<file path="config.mk">
export PLATFORM = sky130hd
export DESIGN_NAME = dzcpu_ucode_seq
export DESIGN_NICKNAME = d
export VERILOG_FILES = /design/src/rtl/dzcpu_ucode_seq.sv
export SDC_FILE = /design/constraint.sdc
export NUM_CORES = 1
export LEC_CHECK = 0
export ABC_AREA = 1
export ABC_CLOCK_PERIOD_IN_PS = 1600
export CELL_PAD_IN_SITES_DETAIL_PLACEMENT = 1
export CELL_PAD_IN_SITES_GLOBAL_PLACEMENT = 1
export CORE_MARGIN = 2
export CORE_UTILIZATION = 28
export DETAILED_ROUTE_END_ITERATION = 7
export GPL_TIMING_DRIVEN = 0
export PLACE_DENSITY = 0.88
export SKIP_CTS_REPAIR_TIMING = 1
export SLEW_MARGIN = 10
export SYNTH_ARGS = -nofsm -noshare
export SYNTH_HDL_FRONTEND = slang
export SYNTH_SLANG_ARGS = --single-unit
</file>
<file path="constraint.sdc">
create_clock -name iClock -period 1.6 [get_ports iClock]
set_input_delay 0.24 -clock iClock [delete_from_list [all_inputs] [get_ports iClock]]
set_output_delay 0.24 -clock iClock [all_outputs]
set_load 0.005 [all_outputs]
</file>
<file path="src/rtl/dzcpu_ucode_seq.sv">
// dzcpu_ucode_seq: microcode sequencer. Fetches an opcode byte, dispatches
// through the main (or CB) LUT into the uop ROM, and steps the micro-PC
// according to each uop's flow field until the flow ends or runs too long.
`timescale 1ns/1ps

module dzcpu_ucode_seq #(
  parameter logic [4:0] P_JCB_OP   = 5'd20,
  parameter logic [7:0] P_MAX_FLOW = 8'd32
) (
  input  logic        iClock,
  input  logic        iReset,
  input  logic [7:0]  iMemData,
  input  logic        iMemReady,
  input  logic        iFlagZ,
  input  logic        iStall,
  input  logic [7:0]  iLutIdx,
  input  logic [7:0]  iCbLutIdx,
  input  logic [11:0] iUop,
  output logic        oMemRead,
  output logic [7:0]  oLutMop,
  output logic [7:0]  oCbLutMop,
  output logic [7:0]  oUopAddr,
  output logic        oUopValid,
  output logic [4:0]  oUopOp,
  output logic [3:0]  oUopOperand,
  output logic        oIncPc,
  output logic        oInstrDone,
  output logic        oUcodeErr
);

  typedef enum logic [2:0] {
    S_IDLE,
    S_FETCH,
    S_DISPATCH,
    S_EXEC,
    S_CBDISP
  } state_t;

  localparam logic [2:0] FLOW_OP        = 3'd0;
  localparam logic [2:0] FLOW_INC       = 3'd1;
  localparam logic [2:0] FLOW_EOF       = 3'd2;
  localparam logic [2:0] FLOW_INC_EOF   = 3'd3;
  localparam logic [2:0] FLOW_INC_EOF_Z = 3'd4;

  state_t     state;
  logic [7:0] upc;
  logic [7:0] flow_cnt;

  logic [2:0] flow;
  logic [4:0] op;
  logic       in_exec;
  logic       run;
  logic       flow_inc;
  logic       flow_end;
  logic       flow_bad;
  logic       limit_hit;
  logic       abort;
  logic       jump_cb;

  assign flow = iUop[11:9];
  assign op   = iUop[8:4];

  // Decode the flow field of the uop currently presented by the ROM.
  always_comb begin
    // NOTE: every output of this block is defaulted first so no path leaves
    // a signal unassigned, which would otherwise infer a latch.
    flow_inc = 1'b0;
    flow_end = 1'b0;
    flow_bad = 1'b0;
    case (flow)
      FLOW_OP:        begin end
      FLOW_INC:       flow_inc = 1'b1;
      FLOW_EOF:       flow_end = 1'b1;
      FLOW_INC_EOF:   begin flow_inc = 1'b1; flow_end = 1'b1; end
      FLOW_INC_EOF_Z: begin flow_inc = 1'b1; flow_end = iFlagZ; end
      default:        flow_bad = 1'b1;
    endcase
  end

  // A uop that ends its flow on the limit is a normal end; only a
  // non-ending uop at the limit (or an illegal flow) aborts.
  assign limit_hit = ({1'b0, flow_cnt} + 9'd1) >= {1'b0, P_MAX_FLOW};
  assign abort     = flow_bad | (~flow_end & limit_hit);
  assign jump_cb   = (op == P_JCB_OP) & ~flow_end & ~abort;

  assign in_exec     = (state == S_EXEC);
  assign run         = in_exec & ~iStall;
  assign oMemRead    = (state == S_FETCH);
  assign oUopAddr    = upc;
  assign oUopValid   = in_exec;
  assign oUopOp      = in_exec ? op : 5'd0;
  assign oUopOperand = in_exec ? iUop[3:0] : 4'd0;
  assign oIncPc      = run & flow_inc;
  assign oInstrDone  = run & (flow_end | abort);

  // Sequencer state machine: fetch, dispatch, execute, CB redirect.
  always_ff @(posedge iClock or posedge iReset) begin
    // NOTE: sequential state uses non-blocking assignments so every register
    // samples pre-edge values regardless of statement order.
    if (iReset) begin
      state     <= S_IDLE;
      upc       <= 8'd0;
      flow_cnt  <= 8'd0;
      oLutMop   <= 8'd0;
      oCbLutMop <= 8'd0;
      oUcodeErr <= 1'b0;
    end else begin
      case (state)
        S_IDLE: state <= S_FETCH;
        S_FETCH: begin
          if (iMemReady) begin
            oLutMop <= iMemData;
            state   <= S_DISPATCH;
          end
        end
        S_DISPATCH: begin
          upc      <= iLutIdx;
          flow_cnt <= 8'd0;
          state    <= S_EXEC;
        end
        S_EXEC: begin
          if (!iStall) begin
            flow_cnt <= flow_cnt + 8'd1;
            if (flow_end || abort) begin
              if (abort) oUcodeErr <= 1'b1;
              state <= S_FETCH;
            end else if (jump_cb) begin
              oCbLutMop <= iMemData;
              state     <= S_CBDISP;
            end else begin
              upc <= upc + 8'd1;
            end
          end
        end
        S_CBDISP: begin
          upc   <= iCbLutIdx;
          state <= S_EXEC;
        end
        default: state <= S_IDLE;
      endcase
    end
  end

endmodule
</file>
### After elaboration in Yosys (flattened, before gate mapping)

Index checks and enable logic that the tools add are counted.

| storage, ports and cells | value |
|---|---|
| output and inout port bits | 38 |
| latch bits | 0 |
| bits in writable memories | 0 |
| bits of input ports | 41 |
| register bits | 36 |
| ROM bits | 0 |
| memories kept | 0 |
| logic and storage cells | 67 |

| operators by class | value |
|---|---|
| bitwise operators | 12 |
| divide/modulo/power cells | 0 |
| multiplexer cells | 16 |
| reduce and logical (&&, ||, !) cells | 15 |
| add/subtract/negate cells | 3 |
| $mul | 0 |
| equality and inequality tests | 14 |
| $lt $le $gt $ge | 1 |
| shift operators | 0 |

Operators with widths:

| operator | count |
|---|---|
| $mux W8 | 4 |
| $pmux W8 S3 | 1 |
| $add A8 B1 Y8 const B | 2 |
| $pmux W8 S2 | 1 |
| $eq A3 B2 Y1 const B | 4 |
| $mux W3 | 4 |
| $pmux W3 S4 | 1 |
| $reduce_and A4 Y1 | 3 |
| $add A8 B1 Y9 const B | 1 |
| $ge A9 B6 Y1 const B | 1 |
| $ne A2 B2 Y1 const B | 4 |
| $and A1 B1 Y1 | 6 |
| $eq A3 B1 Y1 const B | 2 |
| $eq A3 B3 Y1 const B | 2 |
| $logic_not A3 Y1 | 2 |
| $eq A5 B5 Y1 const B | 1 |
| $mux W5 | 1 |
| $reduce_or A5 Y1 | 1 |
| $mux W4 | 1 |
| $not A1 Y1 | 4 |
| $reduce_and A2 Y1 | 2 |
| $reduce_or A2 Y1 | 2 |
| $ne A3 B1 Y1 const B | 1 |
| $reduce_and A3 Y1 | 1 |
| 7 further kinds | 9 |

### Longest topological paths before layout

Gate-level depths: netlist of run 1.

| logic depth | value |
|---|---|
| word-level depth | 12 |
| mapped depth | 12 |
| depth with buffers taken out | 12 |

### Worst setup path after synthesis of run 1

No wires, ideal clock.

| timing path | value |
|---|---|
| kind | flip-flop to flip-flop |
| start point | register flow_cnt[0] |
| end point | register upc[2], in the netlist oUopAddr[2] |
| path buffers | 0 |
| cell stages (with the launch flop) | 12 |
| setup time | 0.117 ns |
| period minus slack after synthesis | 1.629 ns |
| data required time | 1.483 ns |
| slack | -0.029 ns |
| arrival time | 1.512 ns |
| cell sequence | dfrtp_1 -> ha_1 -> nand2_2 -> nor3_1 -> nor2_2 -> nand2_2 -> nor2_4 -> nand4_1 -> nand2_2 -> nand2_4 -> nand2_1 -> nand2_1 |

| on the way | value |
|---|---|
| word-level cells in the longest chain between the ends | 8 |
| elaborated cells on any way between the ends | 10 |
| those cells by class | add/sub: 1; order compare: 1; eq/ne: 2; bitwise: 4; reduce/logical: 2 |

Ends and longest elaborated chain:

| item | RTL line | text |
|---|---|---|
| start, declared | 47 | `logic [7:0] flow_cnt;` |
| start signal, assigned | 123 | `flow_cnt <= flow_cnt + 8'd1;` |
| $add A8 B1 Y9 * | 82 | `assign limit_hit = ({1'b0, flow_cnt} + 9'd1) >= {1'b0, P_MAX_FLOW};` |
| $ge A9 B6 Y1 * | 82 |  |
| $and A1 B1 Y1 * | 83 | `assign abort = flow_bad \| (~flow_end & limit_hit);` |
| $or A1 B1 Y1 * | 83 |  |
| $not A1 Y1 | 84 | `assign jump_cb = (op == P_JCB_OP) & ~flow_end & ~abort;` |
| $and A1 B1 Y1 | 84 |  |
| $ne A2 B2 Y1 (no source line) | n/a |  |
| $reduce_and A4 Y1 (no source line) * | n/a |  |
| end signal, assigned | 117 | `upc <= iLutIdx;` |
| end signal, assigned | 131 | `upc <= upc + 8'd1;` |
| end signal, assigned | 136 | `upc <= iCbLutIdx;` |
| end, declared | 46 | `logic [7:0] upc;` |

Mark *: on every way between the ends. The rest lies on a longest branch, timed or not.
A chain may end at the register's enable or synchronous reset.

### Worst setup path in the final report of run 1

| timing path | value |
|---|---|
| start point | register flow_cnt[0] |
| end point | output oInstrDone |

| on the way | value |
|---|---|
| word-level cells in the longest chain between the ends | 6 |

Ends and longest elaborated chain:

| item | RTL line | text |
|---|---|---|
| $add A8 B1 Y9 | 82 |  |
| $ge A9 B6 Y1 | 82 |  |
| $and A1 B1 Y1 | 83 |  |
| $or A1 B1 Y1 | 83 |  |
| $or A1 B1 Y1 | 94 | `assign oInstrDone = run & (flow_end \| abort);` |
| $and A1 B1 Y1 | 94 |  |
| end, declared | 27 | `output logic oInstrDone,` |

No other way between the ends.

==> results of run 1 <==
==> worst max-delay path, cell delays in order, from the launching register on <==
cell	delay [ps]
dfrtp_2	430
ha_4	160
nand2_4	70
nor2_4	100
nor2_2	40
nor2_2	140
nand2_2	90
nor2_4	160
nand3_4	110
nand2_1	80
inv_1	40
clkbuf_2	100
==> metal layers <==
metal / vias to the layer above / wire (um) / part of all wire [%]
met4: 0 / 227 / 2.9
met1: 1125 / 3235 / 41
met3: 20 / 307 / 3.9
li1: 1057 / - / -
met2: 62 / 4134 / 52
met5: - / 0 / 0
==> cells by family after synthesis <==
family          share of synthesized area [%]
compound gates                          6.592
xor+xnor                               0.8628
fa+ha+maj                               1.849
buf+inv                                 7.639
flops                                   44.36
mux                                     4.436
simple gates                            34.26
==> registers in the layout, summed over array words and instances, names as in the netlist <==
name and count:
flow_cnt 8, oCbLutMop 8, oLutMop 8, oUcodeErr 1, oUopAddr 8, state 3
==> cell usage after synthesis (all sizes together) (2+ instances only) <==
cell type   n
or2         2
dfrtp      36
ha          3
mux2        8
inv        38
a21oi       5
nor3        4
o22ai       4
nand3      28
xor2        2
nor2       29
o21ai       9
nand4       2
o211ai      2
nand2      85
==> area by class of cell <==
type | count | area [um2]
Sequential cell | 36 | 904.6
Inverter | 39 | 148.9
Multi-Input combinational cell | 187 | 1131
Buffer | 2 | 30.03
Fill cell | 861 | 3685
Tap cell | 99 | 123.9
Timing Repair Buffer | 104 | 1006
Clock buffer | 6 | 72.57
Clock inverter | 2 | 35.03
==> power by group <==
| group | switching, mW | internal, mW | total (mW) |
|---|---|---|---|
| combinational | 1.56 | 1.67 | 3.23 |
| sequential | 0.294 | 1.21 | 1.51 |
| clock | 0.359 | 0.463 | 0.822 |
| total | 2.21 | 3.35 | 5.56 |
==> stage by stage <==
stage,instances,instance area [um2]
after floorplan,264,2031
after global placement,441,2935
after detailed placement,441,2935
after CTS,449,3043
after global routing,475,3452
final,475,3452
==> worst paths after layout <==
| kind | from | slack [ps] | cells past startpoint | end |
|---|---|---|---|---|
| setup / recovery | flow_cnt[0]$_DFFE_PP0P_ | -440 | 11 | oInstrDone |
| hold / removal | iReset | 430 | 2 | flow_cnt[4]$_DFFE_PP0P_ |
| setup reg to reg | flow_cnt[0]$_DFFE_PP0P_ | -380 | 12 | oUopAddr[0]$_DFFE_PP0P_ |
| hold reg to reg | oUcodeErr$_DFFE_PP0P_ | 460 | 1 | oUcodeErr$_DFFE_PP0P_ |
| max in group asynchronous | iReset | 600 | 2 | flow_cnt[0]$_DFFE_PP0P_ |
| min in group iClock | oUcodeErr$_DFFE_PP0P_ | 460 | 1 | oUcodeErr$_DFFE_PP0P_ |
==> results.txt, run 1 <==
The run finished, with violations left. The checks that failed: setup timing. Ranked by total cell area, the synthesized netlist is headed by dfrtp_1 44%, nand2_1 15%, inv_1 6.3%, nand3_1 5.9%, nor2_1 4.6%. The transition time of the tightest slew-check pin came out at 816.6 ps. The tree built by TritonCTS fans out to 36 sinks. The H-tree depth is 2. The count of different cell masters after synthesis was 31; the number of flip-flops and latches in the synthesized netlist was 36.

The worst setup path is captured at an output port. TritonCTS built the clock tree. The run gives 5 as the number of buffers created by CTS. In the routed design, unresolved DRC markers number 0. In this run the horizontal extent of the chip is 89.16 um.

Measured on the finished design, the core utilization comes to 48.37%. The tool flagged a number of max-cap violations equal to 0. After detailed routing, the number of vias per cell comes to 4.766.

The final HPWL from detailed placement came out at 4780 um. For met2 alone, demand over resource in global routing was 29.49%. The worst path in the final design needs a cycle of 2043 ps, including I/O delays and setup.

Die area: 0.007950 mm2. Between clock sinks in the finished design, the worst skew comes to 9.085 ps. For the number of warnings reported in the yosys synthesis log, the log shows 0. 79 I/O pins were placed.

Detail-routed net length per standard cell: 16.64 um. The remaining global-route overflow was 0. The total power density per cell area was 1611 mW/mm2. Once detail routing completed, the nets flagged for antenna violations numbered 0. The logs give 0 for the number of antenna violations at the first check in global routing and 31 for the placement row count. First-pass detailed-route iteration total: 4.

The busiest layer in global routing was met2. Max-slew violation total from the final report: 0. The y dimension of the die was 89.16 um; the hold violation total from the final report was 0. The clock passes through at most 2 buffers. The analysis attributes to cell leakage a power of 1.679 nW. The global router's overall resource usage was 16.33%; the initial detailed-routing violation count was 106. The most used flip-flop cell after synthesis is dfrtp_1.

The logs give 419 for the number of nets at the end of the flow and 2,264 for the via count. The antenna diode count was 0; the ratio of cells with drive above 1 in the final layout was 29.26%. The share of synthesized area in the top cell type comes to 44.36%. The core region is 0.007137 mm2. Global routing used 19.07% of the available met1 tracks.

The library cell used most frequently in the layout, excluding fill and tap cells, is clkdlybuf4s50_1. The number of failing setup endpoints in the final timing report came out at 30. Number of cells produced by synthesis: 264. The library cells used most frequently in the layout, excluding fill and tap cells, are 65 x clkdlybuf4s50_1, 64 x nand2_1, 33 x dfrtp_1, 30 x inv_1, 22 x nand3_1. Post-synthesis instance area: 0.002031 mm2. For the worst setup path, the data arrival time is 1800 ps.

The tools report the normalized max-slew margin as 45.48%. Kind of critical path: register to output port. The largest voltage drop on the vdd net was 0.0008138 V; the synthesized net count was 308. After clock tree synthesis, the clock-pin slew on the worst setup and hold paths is 80 ps. STA classifies the critical path startpoint as a register. In this run, synthesis inferred 0 flip-flops with an integrated enable.

The worst-case setup margin in the final layout is -442.8 ps. Input and output buffers added on the ports amount to 78. The later pin in the worst-skew pair is clocked with a latency of 290 ps. The clock tree root driver cell was clkbuf_8.

The layout overhead on the synthesized area was 69.99%. Wires add up to 7905 um. Setup repair after global routing could not meet its margin everywhere. The run gives 2,165 as the via count of the first global-routing pass.

The first global-routing pass estimated 10,050 um of wire. The tightest hold path in the finished design has a slack of 431.2 ps. The final critical path takes up 127.7% of the cycle. At the placement stage, the worst setup path has a slack of -563.3 ps. After synthesis, flip-flops and latches occupy 44.36% of the total area. The overall power was 5.560 mW. The initial utilization of the core area, before any placement, comes to 28.45%. Largest driver fanout on the critical path: 5. The min-delay analysis places its worst path in the category primary input to asynchronous set/reset pin. Entering global routing, the biggest net connects 37 pins. Global routing used 3.693% of the available met3 tracks. The fraction of synthesis flops using an asynchronous set or reset pin is 100.0%.

After synthesis, the mean cell area works out to 7.692 um2. For the endpoint required time on the critical path, the log shows 1360 ps. The last weighted congestion value of the routability-driven placer is 0.7775, and the highest attainable clock frequency is 0.4895 GHz. Adding up every negative setup slack in the final design gives -6443 ps. The post-synthesis cell type with the largest combined area was dfrtp_1.
(Power assumes the default switching activity.)
==> run 2, diff against run 1 <==
--- a/config.mk
+++ b/config.mk
@@ -19,3 +19,4 @@
 export SYNTH_ARGS = -nofsm -noshare
 export SYNTH_HDL_FRONTEND = slang
 export SYNTH_SLANG_ARGS = --single-unit
+export TNS_END_PERCENT = 5
==> run 2 against run 1 <==
Against the previous run:
- the flow still finishes with violations (setup timing)
- clock skew is 0.87 ps higher
- first-iteration DRC count decreased by 38%
- wire length down 18%
- non-clock buffer count shrank 9
- final cell count shrank 1.9%
- final area decreased by 6.8%
- core utilization fell by 3.3 points
- clock-buffer cell count rose by 2
- clock power down 18%
- register-to-register slack got worse by 30 ps
- critical endpoint unchanged
==> results.txt, run 2 (synthesized netlist as in run 1, its figures left out) <==
Sequence of cells on the critical path: ha_2 -> nand2_4 -> nor2_1 -> nor2_1 -> nor2_2 -> nand2_2 -> nor2_4 -> nand3_4 -> nand2_2 -> inv_1 -> clkbuf_2 (was ha_4 -> nand2_4 -> nor2_4 -> nor2_2 -> nor2_2 -> nand2_2 -> nor2_4 -> nand3_4 -> nand2_1 -> inv_1 -> clkbuf_2). The placement row count is 31 (unchanged), and the detail-routed net length per standard cell is 13.91 um (was 16.64 um). The logs give 0.007950 mm2 (unchanged) for the die area and 1.659 nW (was 1.679 nW) for the leakage component of the power. Clock tree root driver cell: clkbuf_8 (unchanged).

The max-slew violation total from the final report is 0 (unchanged). Setup repair after global routing could not meet its margin everywhere. The clock insertion delay at the later pin of the skew report is 290 ps (about the same), and the global router's overall resource usage is 15.11% (was 16.33%). The cell class contributing the biggest share of worst-path delay is simple AND/OR/NAND/NOR gates (unchanged). The logs give 23 (was 30) for the number of failing setup endpoints in the final timing report and 0 (unchanged) for the number of maximum-capacitance constraint violations. The number of buffers created by CTS is 5 (unchanged). The wire length of the first global-routing pass was 9349 um (was 10,050 um). The launching element type of the critical path is a register (unchanged). The slowest library cell on the worst path was dfrtp_1 (was dfrtp_2).

The antenna diode count came out at 0 (unchanged). The initial detailed-routing violation count was 66 (was 106). Number of top-level design ports: 79 (unchanged). The tools report the core area as 0.007137 mm2 (unchanged). The logs give -410 ps (was -380 ps) for the register-to-register setup slack and 31.3% (was 27.1%) for the sequential group share of total power. Worst hold-check path type: primary input to asynchronous set/reset pin (unchanged).

The internal power was 2.838 mW (was 3.350 mW); the count of nets left with antenna violations after detail routing was 0 (unchanged). The layout overhead on the synthesized area is 58.47% (was 69.99%), and the via count is 2,119 (was 2,264). The fraction of power spent switching nets was 39.01% (was 39.76%); the detailed-route DRC error count was 0 (unchanged). The ratio of cells with drive above 1 in the final layout was 19.07% (was 29.26%); the post-route cell area was 0.003218 mm2 (was 0.003452 mm2).

The endpoint required time on the critical path is 1360 ps (about the same), and the count of port buffers added during placement is 78 (unchanged). The sum of routed wire length over all layers was 6484 um (was 7905 um); the share of total power in combinational logic was 54.1% (was 58.1%). The run gives 2 (unchanged) as the number of buffers on the longest clock path. The capture instance of the worst register-to-register path is oCbLutMop[6]$_DFFE_PP0P_ (was oUopAddr[0]$_DFFE_PP0P_).

Final clock skew: 9.955 ps (was 9.085 ps). For the hold violation total from the final report, the log shows 0 (unchanged). The largest voltage drop on the vdd net was 0.0007094 V (was 0.0008138 V). The depth of the worst register-to-register path came out at 13 (was 12).

The origin of the critical flop-to-flop path is flow_cnt[1]$_DFFE_PP0P_ (was flow_cnt[0]$_DFFE_PP0P_). The transition time of the tightest slew-check pin was 746.3 ps (was 816.6 ps). The kind of critical path is register to output port (unchanged).

The number of nets at the end of the flow is 410 (was 419). Launch point of the worst path: flow_cnt[1]$_DFFE_PP0P_ (was flow_cnt[0]$_DFFE_PP0P_). The last weighted congestion value of the routability-driven placer was 0.7834 (was 0.7775); the remaining global-route overflow was 0 (unchanged).

The switching power total was 1.815 mW (was 2.211 mW); the cell total after placement was 441 (unchanged). The tools report the number of clock sinks as 36 (unchanged). The via count of the first global-routing pass is 2,086 (was 2,165). The delay of the slowest cell on the worst path is 400 ps (was 430 ps). The category of the worst setup path capture point is an output port (unchanged). The detail-routed via count per cell works out to 4.547 (was 4.766). Most frequent cells in the layout: 78 x nand2_1, 66 x clkdlybuf4s50_1, 33 x inv_1, 33 x dfrtp_1, 24 x nand3_1 (was 65 x clkdlybuf4s50_1, 64 x nand2_1, 33 x dfrtp_1, 30 x inv_1, 22 x nand3_1). The total power density per cell area was 1446 mW/mm2 (was 1611 mW/mm2); the normalized max-slew margin was 50.17% (was 45.48%). The width of the die is 89.16 um (unchanged). Violations in the final reports: setup timing (unchanged). Worst-case setup margin in the final layout: -451.0 ps (was -442.8 ps). The y dimension of the die works out to 89.16 um (unchanged). The minimum clock period after layout is 2051 ps (was 2043 ps), and the clock share of power is 14.6% (was 14.8%).

The highest attainable clock frequency came out at 0.4876 GHz (was 0.4895 GHz). The placed instance area was 0.002935 mm2 (unchanged); the number of antenna violations at the first check in global routing was 0 (unchanged). Final HPWL from detailed placement: 4542 um (was 4780 um).

Leading cell type in the layout, fill and taps excluded: nand2_1 (was clkdlybuf4s50_1). TritonCTS built the clock tree. The part of the cycle the worst path needs works out to 128.2% (was 127.7%). The number of buffers and inverters on the critical path was 2 (unchanged). H-tree depth: 2 (unchanged). The clock transition at the register clock pins on the worst setup and hold paths after CTS is 80 ps (about the same).

The worst endpoint data arrival time was 1810 ps (was 1800 ps). The initial standard-cell utilization of the core was 28.45% (unchanged). The run finished, with violations left.

The largest net degree at the start of global routing was 37 (unchanged); the post-route non-filler standard cell count was 466 (was 475). The largest driver fanout on the critical path was 4 (was 5); the first-pass detailed-route iteration total was 4 (unchanged).
run 2: power by group through the flow:
stage	clock network, mW	logic (mW)	registers, mW
after floorplan	0	1.15	1.45
after global placement	0	2.19	1.45
after detailed placement	0	2.27	1.47
after CTS	0.683	2.29	1.45
after global routing	0.721	2.79	1.50
final	0.677	2.52	1.46
run 2: final cells by class:
cell class,count,area (um2)
fillers,878,3919
multi-input cells,187,1025
repair buffers,95,905.9
flip-flops and latches,36,904.6
inverters,39,146.4
well taps,99,123.9
clock buffers,8,90.09
plain buffers,2,22.52
run 2: worst max path at each step:
| stage | endpoint | slack [ps] | cells after the start |
|---|---|---|---|
| after detailed placement | oInstrDone | -560 | 8 |
| after global routing | oInstrDone | -570 | 11 |
| after global placement | oInstrDone | -500 | 8 |
| after CTS | oInstrDone | -840 | 11 |
| after floorplan | oUopAddr[2]$_DFFE_PP0P_ | -30 | 11 |
| final | oInstrDone | -450 | 11 |
run 2: stage by stage:
stage                     setup WS (ps)  power, mW  TNS (ps)  util (%)  hold slack, ps
after CTS                        -838.0      4.428    -13880     42.39           440.8
after global placement           -502.1      3.644    -19000     41.13           447.3
after global routing             -574.0      5.009    -11020     45.09           476.8
final                            -451.0      4.653     -7670     45.09           396.9
after detailed placement         -557.9      3.736     -9039     41.13           465.2
after floorplan                  -28.54      2.602    -224.4         -           349.6
run 2: layer usage:
metal	share of wire [%]	vias up	GRT usage (%)
met1	43	1021	17.16
li1	-	1041	-
met5	0	-	0
met2	50	49	26.60
met3	6.1	8	5.171
met4	1.4	0	4.885
==> run 3, diff against run 2 <==
==> config.mk (replaced) <==
export PLATFORM = sky130hd
export DESIGN_NAME = dzcpu_ucode_seq
export DESIGN_NICKNAME = d
export VERILOG_FILES = /design/src/rtl/dzcpu_ucode_seq.sv
export SDC_FILE = /design/constraint.sdc
export NUM_CORES = 1
export LEC_CHECK = 0
export ABC_AREA = 1
export ABC_CLOCK_PERIOD_IN_PS = 2180
export CELL_PAD_IN_SITES_DETAIL_PLACEMENT = 1
export CELL_PAD_IN_SITES_GLOBAL_PLACEMENT = 1
export CORE_MARGIN = 2
export CORE_UTILIZATION = 31
export DETAILED_ROUTE_END_ITERATION = 7
export GPL_TIMING_DRIVEN = 0
export PLACE_DENSITY = 0.92
export SKIP_CTS_REPAIR_TIMING = 1
export SLEW_MARGIN = 10
export SYNTH_ARGS = -nofsm -noshare
export SYNTH_HDL_FRONTEND = slang
export SYNTH_SLANG_ARGS = --single-unit
==> constraint.sdc (replaced) <==
create_clock -name iClock -period 2.18 [get_ports iClock]
set_input_delay 0.327 -clock iClock [delete_from_list [all_inputs] [get_ports iClock]]
set_output_delay 0.327 -clock iClock [all_outputs]
set_load 0.005 [all_outputs]
==> run 3 against run 2 <==
Against the previous run:
- wire length up 7.7%
- final cell count decreased by 6.4%
- core utilization increased by 4.0 points
- global-route usage up 3.2 points
- sequential share of layout area grew 0.90 points
- clock power decreased by 26%
- first-iteration DRC count increased by 12%
- largest cell class unchanged
- setup slack better by 430 ps
- the run still ends with setup timing left
- critical path depth did not move
- final area down 3.1%
==> results.txt, run 3 (synthesized netlist as in run 1, its figures left out) <==
The normalized max-slew margin was 47.72% (was 50.17%); the number of antenna violations at the first check in global routing was 0 (unchanged). The worst hold-check path type is register to register (was primary input to asynchronous set/reset pin). For the worst endpoint data arrival time, the log shows 1880 ps (was 1810 ps). The run gives 6983 um (was 6484 um) as the sum of routed wire length over all layers. The die area is 0.007214 mm2 (was 0.007950 mm2). The leading cell type in the layout, fill and taps excluded is nand2_1 (unchanged). Setup repair after global routing could not meet its margin everywhere. The antenna diode count is 0 (unchanged). The worst-case setup margin in the final layout was -22.03 ps (was -451.0 ps). The transition time of the tightest slew-check pin is 783.1 ps (was 746.3 ps). The tools report the first-pass detailed-route iteration total as 4 (unchanged). The final clock skew was 11.36 ps (was 9.955 ps).

The H-tree depth came out at 2 (unchanged). The last weighted congestion value of the routability-driven placer is 0.7877 (was 0.7834), and the y dimension of the die is 84.94 um (was 89.16 um). Most frequent cells in the layout: 80 x nand2_1, 76 x clkdlybuf4s50_1, 33 x inv_1, 33 x dfrtp_1, 24 x nand3_1 (was 78 x nand2_1, 66 x clkdlybuf4s50_1, 33 x inv_1, 33 x dfrtp_1, 24 x nand3_1). For the wire length of the first global-routing pass, the log shows 10,620 um (was 9349 um). The largest voltage drop on the vdd net was 0.0005635 V (was 0.0007094 V); the number of buffers created by CTS was 5 (unchanged). The logs give 79 (unchanged) for the number of top-level design ports and 0 (unchanged) for the hold violation total from the final report. Violations in the final reports: setup timing (unchanged). The filler cell count came out at 765 (was 878). Count of port buffers added during placement: 78 (unchanged).

The final HPWL from detailed placement was 4837 um (was 4542 um). The clock insertion delay at the later pin of the skew report was 300 ps (was 290 ps). After layout, the worst path uses 101.0% of the clock period. The total power density per cell area works out to 1108 mW/mm2 (was 1446 mW/mm2). For the post-route cell area, the log shows 0.003118 mm2 (was 0.003218 mm2). The number of failing setup endpoints in the final timing report was 1 (was 23). TritonCTS built the clock tree. The detail-routed net length per standard cell is 16.02 um (was 13.91 um). The kind of critical path is register to output port (unchanged).

The detail-routed via count per cell works out to 4.897 (was 4.547). Launching element type of the critical path: a register (unchanged). Category of the worst setup path capture point: an output port (unchanged). The largest driver fanout on the critical path is 4 (unchanged).

The core area was 0.006350 mm2 (was 0.007137 mm2); the initial detailed-routing violation count was 74 (was 66). Detailed-route DRC error count: 0 (unchanged). The width of the die came out at 84.94 um (was 89.16 um).

The max-slew violation total from the final report was 0 (unchanged); the global router's overall resource usage was 18.29% (was 15.11%). The flow ran to the end, but the final reports show violations. The tools report the largest net degree at the start of global routing as 37 (unchanged). The tools report the leakage component of the power as 1.538 nW (was 1.659 nW). The clock transition at the register clock pins on the worst setup and hold paths after CTS is 80 ps (about the same), and the placement row count is 29 (was 31). The worst path needs 2202 ps of the cycle, external delays included.

The via count of the first global-routing pass is 2,198 (was 2,086), and the count of nets left with antenna violations after detail routing is 0 (unchanged). Timing would allow up to 0.4541 GHz. The initial standard-cell utilization of the core came out at 31.98% (was 28.45%). The ratio of cells with drive above 1 in the final layout was 15.04% (was 19.07%); the number of nets at the end of the flow was 402 (was 410). The total negative setup slack came out at -22.03 ps (was -7670 ps).

The number of buffers on the longest clock path is 2 (unchanged), and the layout overhead on the synthesized area is 53.54% (was 58.47%). The run gives 0.002908 mm2 (was 0.002935 mm2) as the placed instance area. The tools report the remaining global-route overflow as 0 (unchanged). The clock tree root driver cell is clkbuf_8 (unchanged).

The tools report the number of maximum-capacitance constraint violations as 0 (unchanged). Via count: 2,135 (was 2,119). Endpoint required time on the critical path: 1850 ps (was 1360 ps). The tools report the number of clock sinks as 36 (unchanged).
==> run 3: cell types whose count changed in the layout (fill, tap and decap cells not counted), moves of 4 or more <==
cell             before  now
buf_4                16    9
dlymetal6s2s_1        6    2
clkbuf_2              6    0
clkdlybuf4s50_1      66   76
==> run 3: metrics by stage <==
| step | cells | total power, mW | worst slack, ps | hold WS [ps] | util, % |
|---|---|---|---|---|---|
| 2_1_floorplan | 264 | 1.910 | 551.5 | 436.6 | - |
| 3_3_place_gp | 419 | 2.670 | -95.51 | 440.9 | 45.79 |
| 3_5_place_dp | 419 | 2.774 | -218.3 | 447.6 | 45.79 |
| 4_1_cts | 427 | 3.301 | -413.0 | 465.4 | 47.25 |
| 5_1_grt | 436 | 3.716 | -155.9 | 490.2 | 49.10 |
| 6_report | 436 | 3.455 | -22.03 | 463.0 | 49.10 |
==> run 3: final cells by class <==
type	count	area [um2]	area share (%)
flip-flops and latches	36	904.6	29.01
repair buffers	87	853.3	27.37
clock inverters	2	10.01	0.3210
clock buffers	6	82.58	2.648
well taps	77	96.34	3.090
multi-input cells	187	1002	32.14
plain buffers	2	22.52	0.7223
inverters	39	146.4	4.695
==> run 3: worst paths after layout <==
path / slack (ps) / cells after the start / endpoint / startpoint
max reg2reg: 40 / 13 / oUopAddr[2]$_DFFE_PP0P_ / flow_cnt[1]$_DFFE_PP0P_
min: 460 / 1 / oUcodeErr$_DFFE_PP0P_ / oUcodeErr$_DFFE_PP0P_
min reg2reg: 460 / 1 / oUcodeErr$_DFFE_PP0P_ / oUcodeErr$_DFFE_PP0P_
min in group asynchronous: 500 / 2 / oCbLutMop[0]$_DFFE_PP0P_ / iReset
max in group asynchronous: 1140 / 2 / state[2]$_DFFE_PP0P_ / iReset
max: -20 / 11 / oInstrDone / flow_cnt[1]$_DFFE_PP0P_
==> run 3: where the power goes <==
group	switching, mW	total, mW	internal [mW]
registers	0.202	1.09	0.888
clock network	0.251	0.503	0.252
logic	0.927	1.86	0.934
==> run 3: layer usage <==
metal	share of wire (%)	vias to the layer above	global-route usage, %
met1	40	1050	21.09
met4	0.97	0	5.483
met3	5.4	9	5.058
met5	0	-	0
li1	-	1027	-
met2	53	49	33.00
==> run 3: critical path, cell delays in order, from the launching register on <==
cell	delay, ps
dfrtp_1	440
ha_4	160
nand2_2	80
nor2_2	90
nor2_1	50
nor2_2	170
nand2_2	90
nor2_4	140
nand3_4	80
nand2_1	80
inv_1	40
dlymetal6s2s_1	150
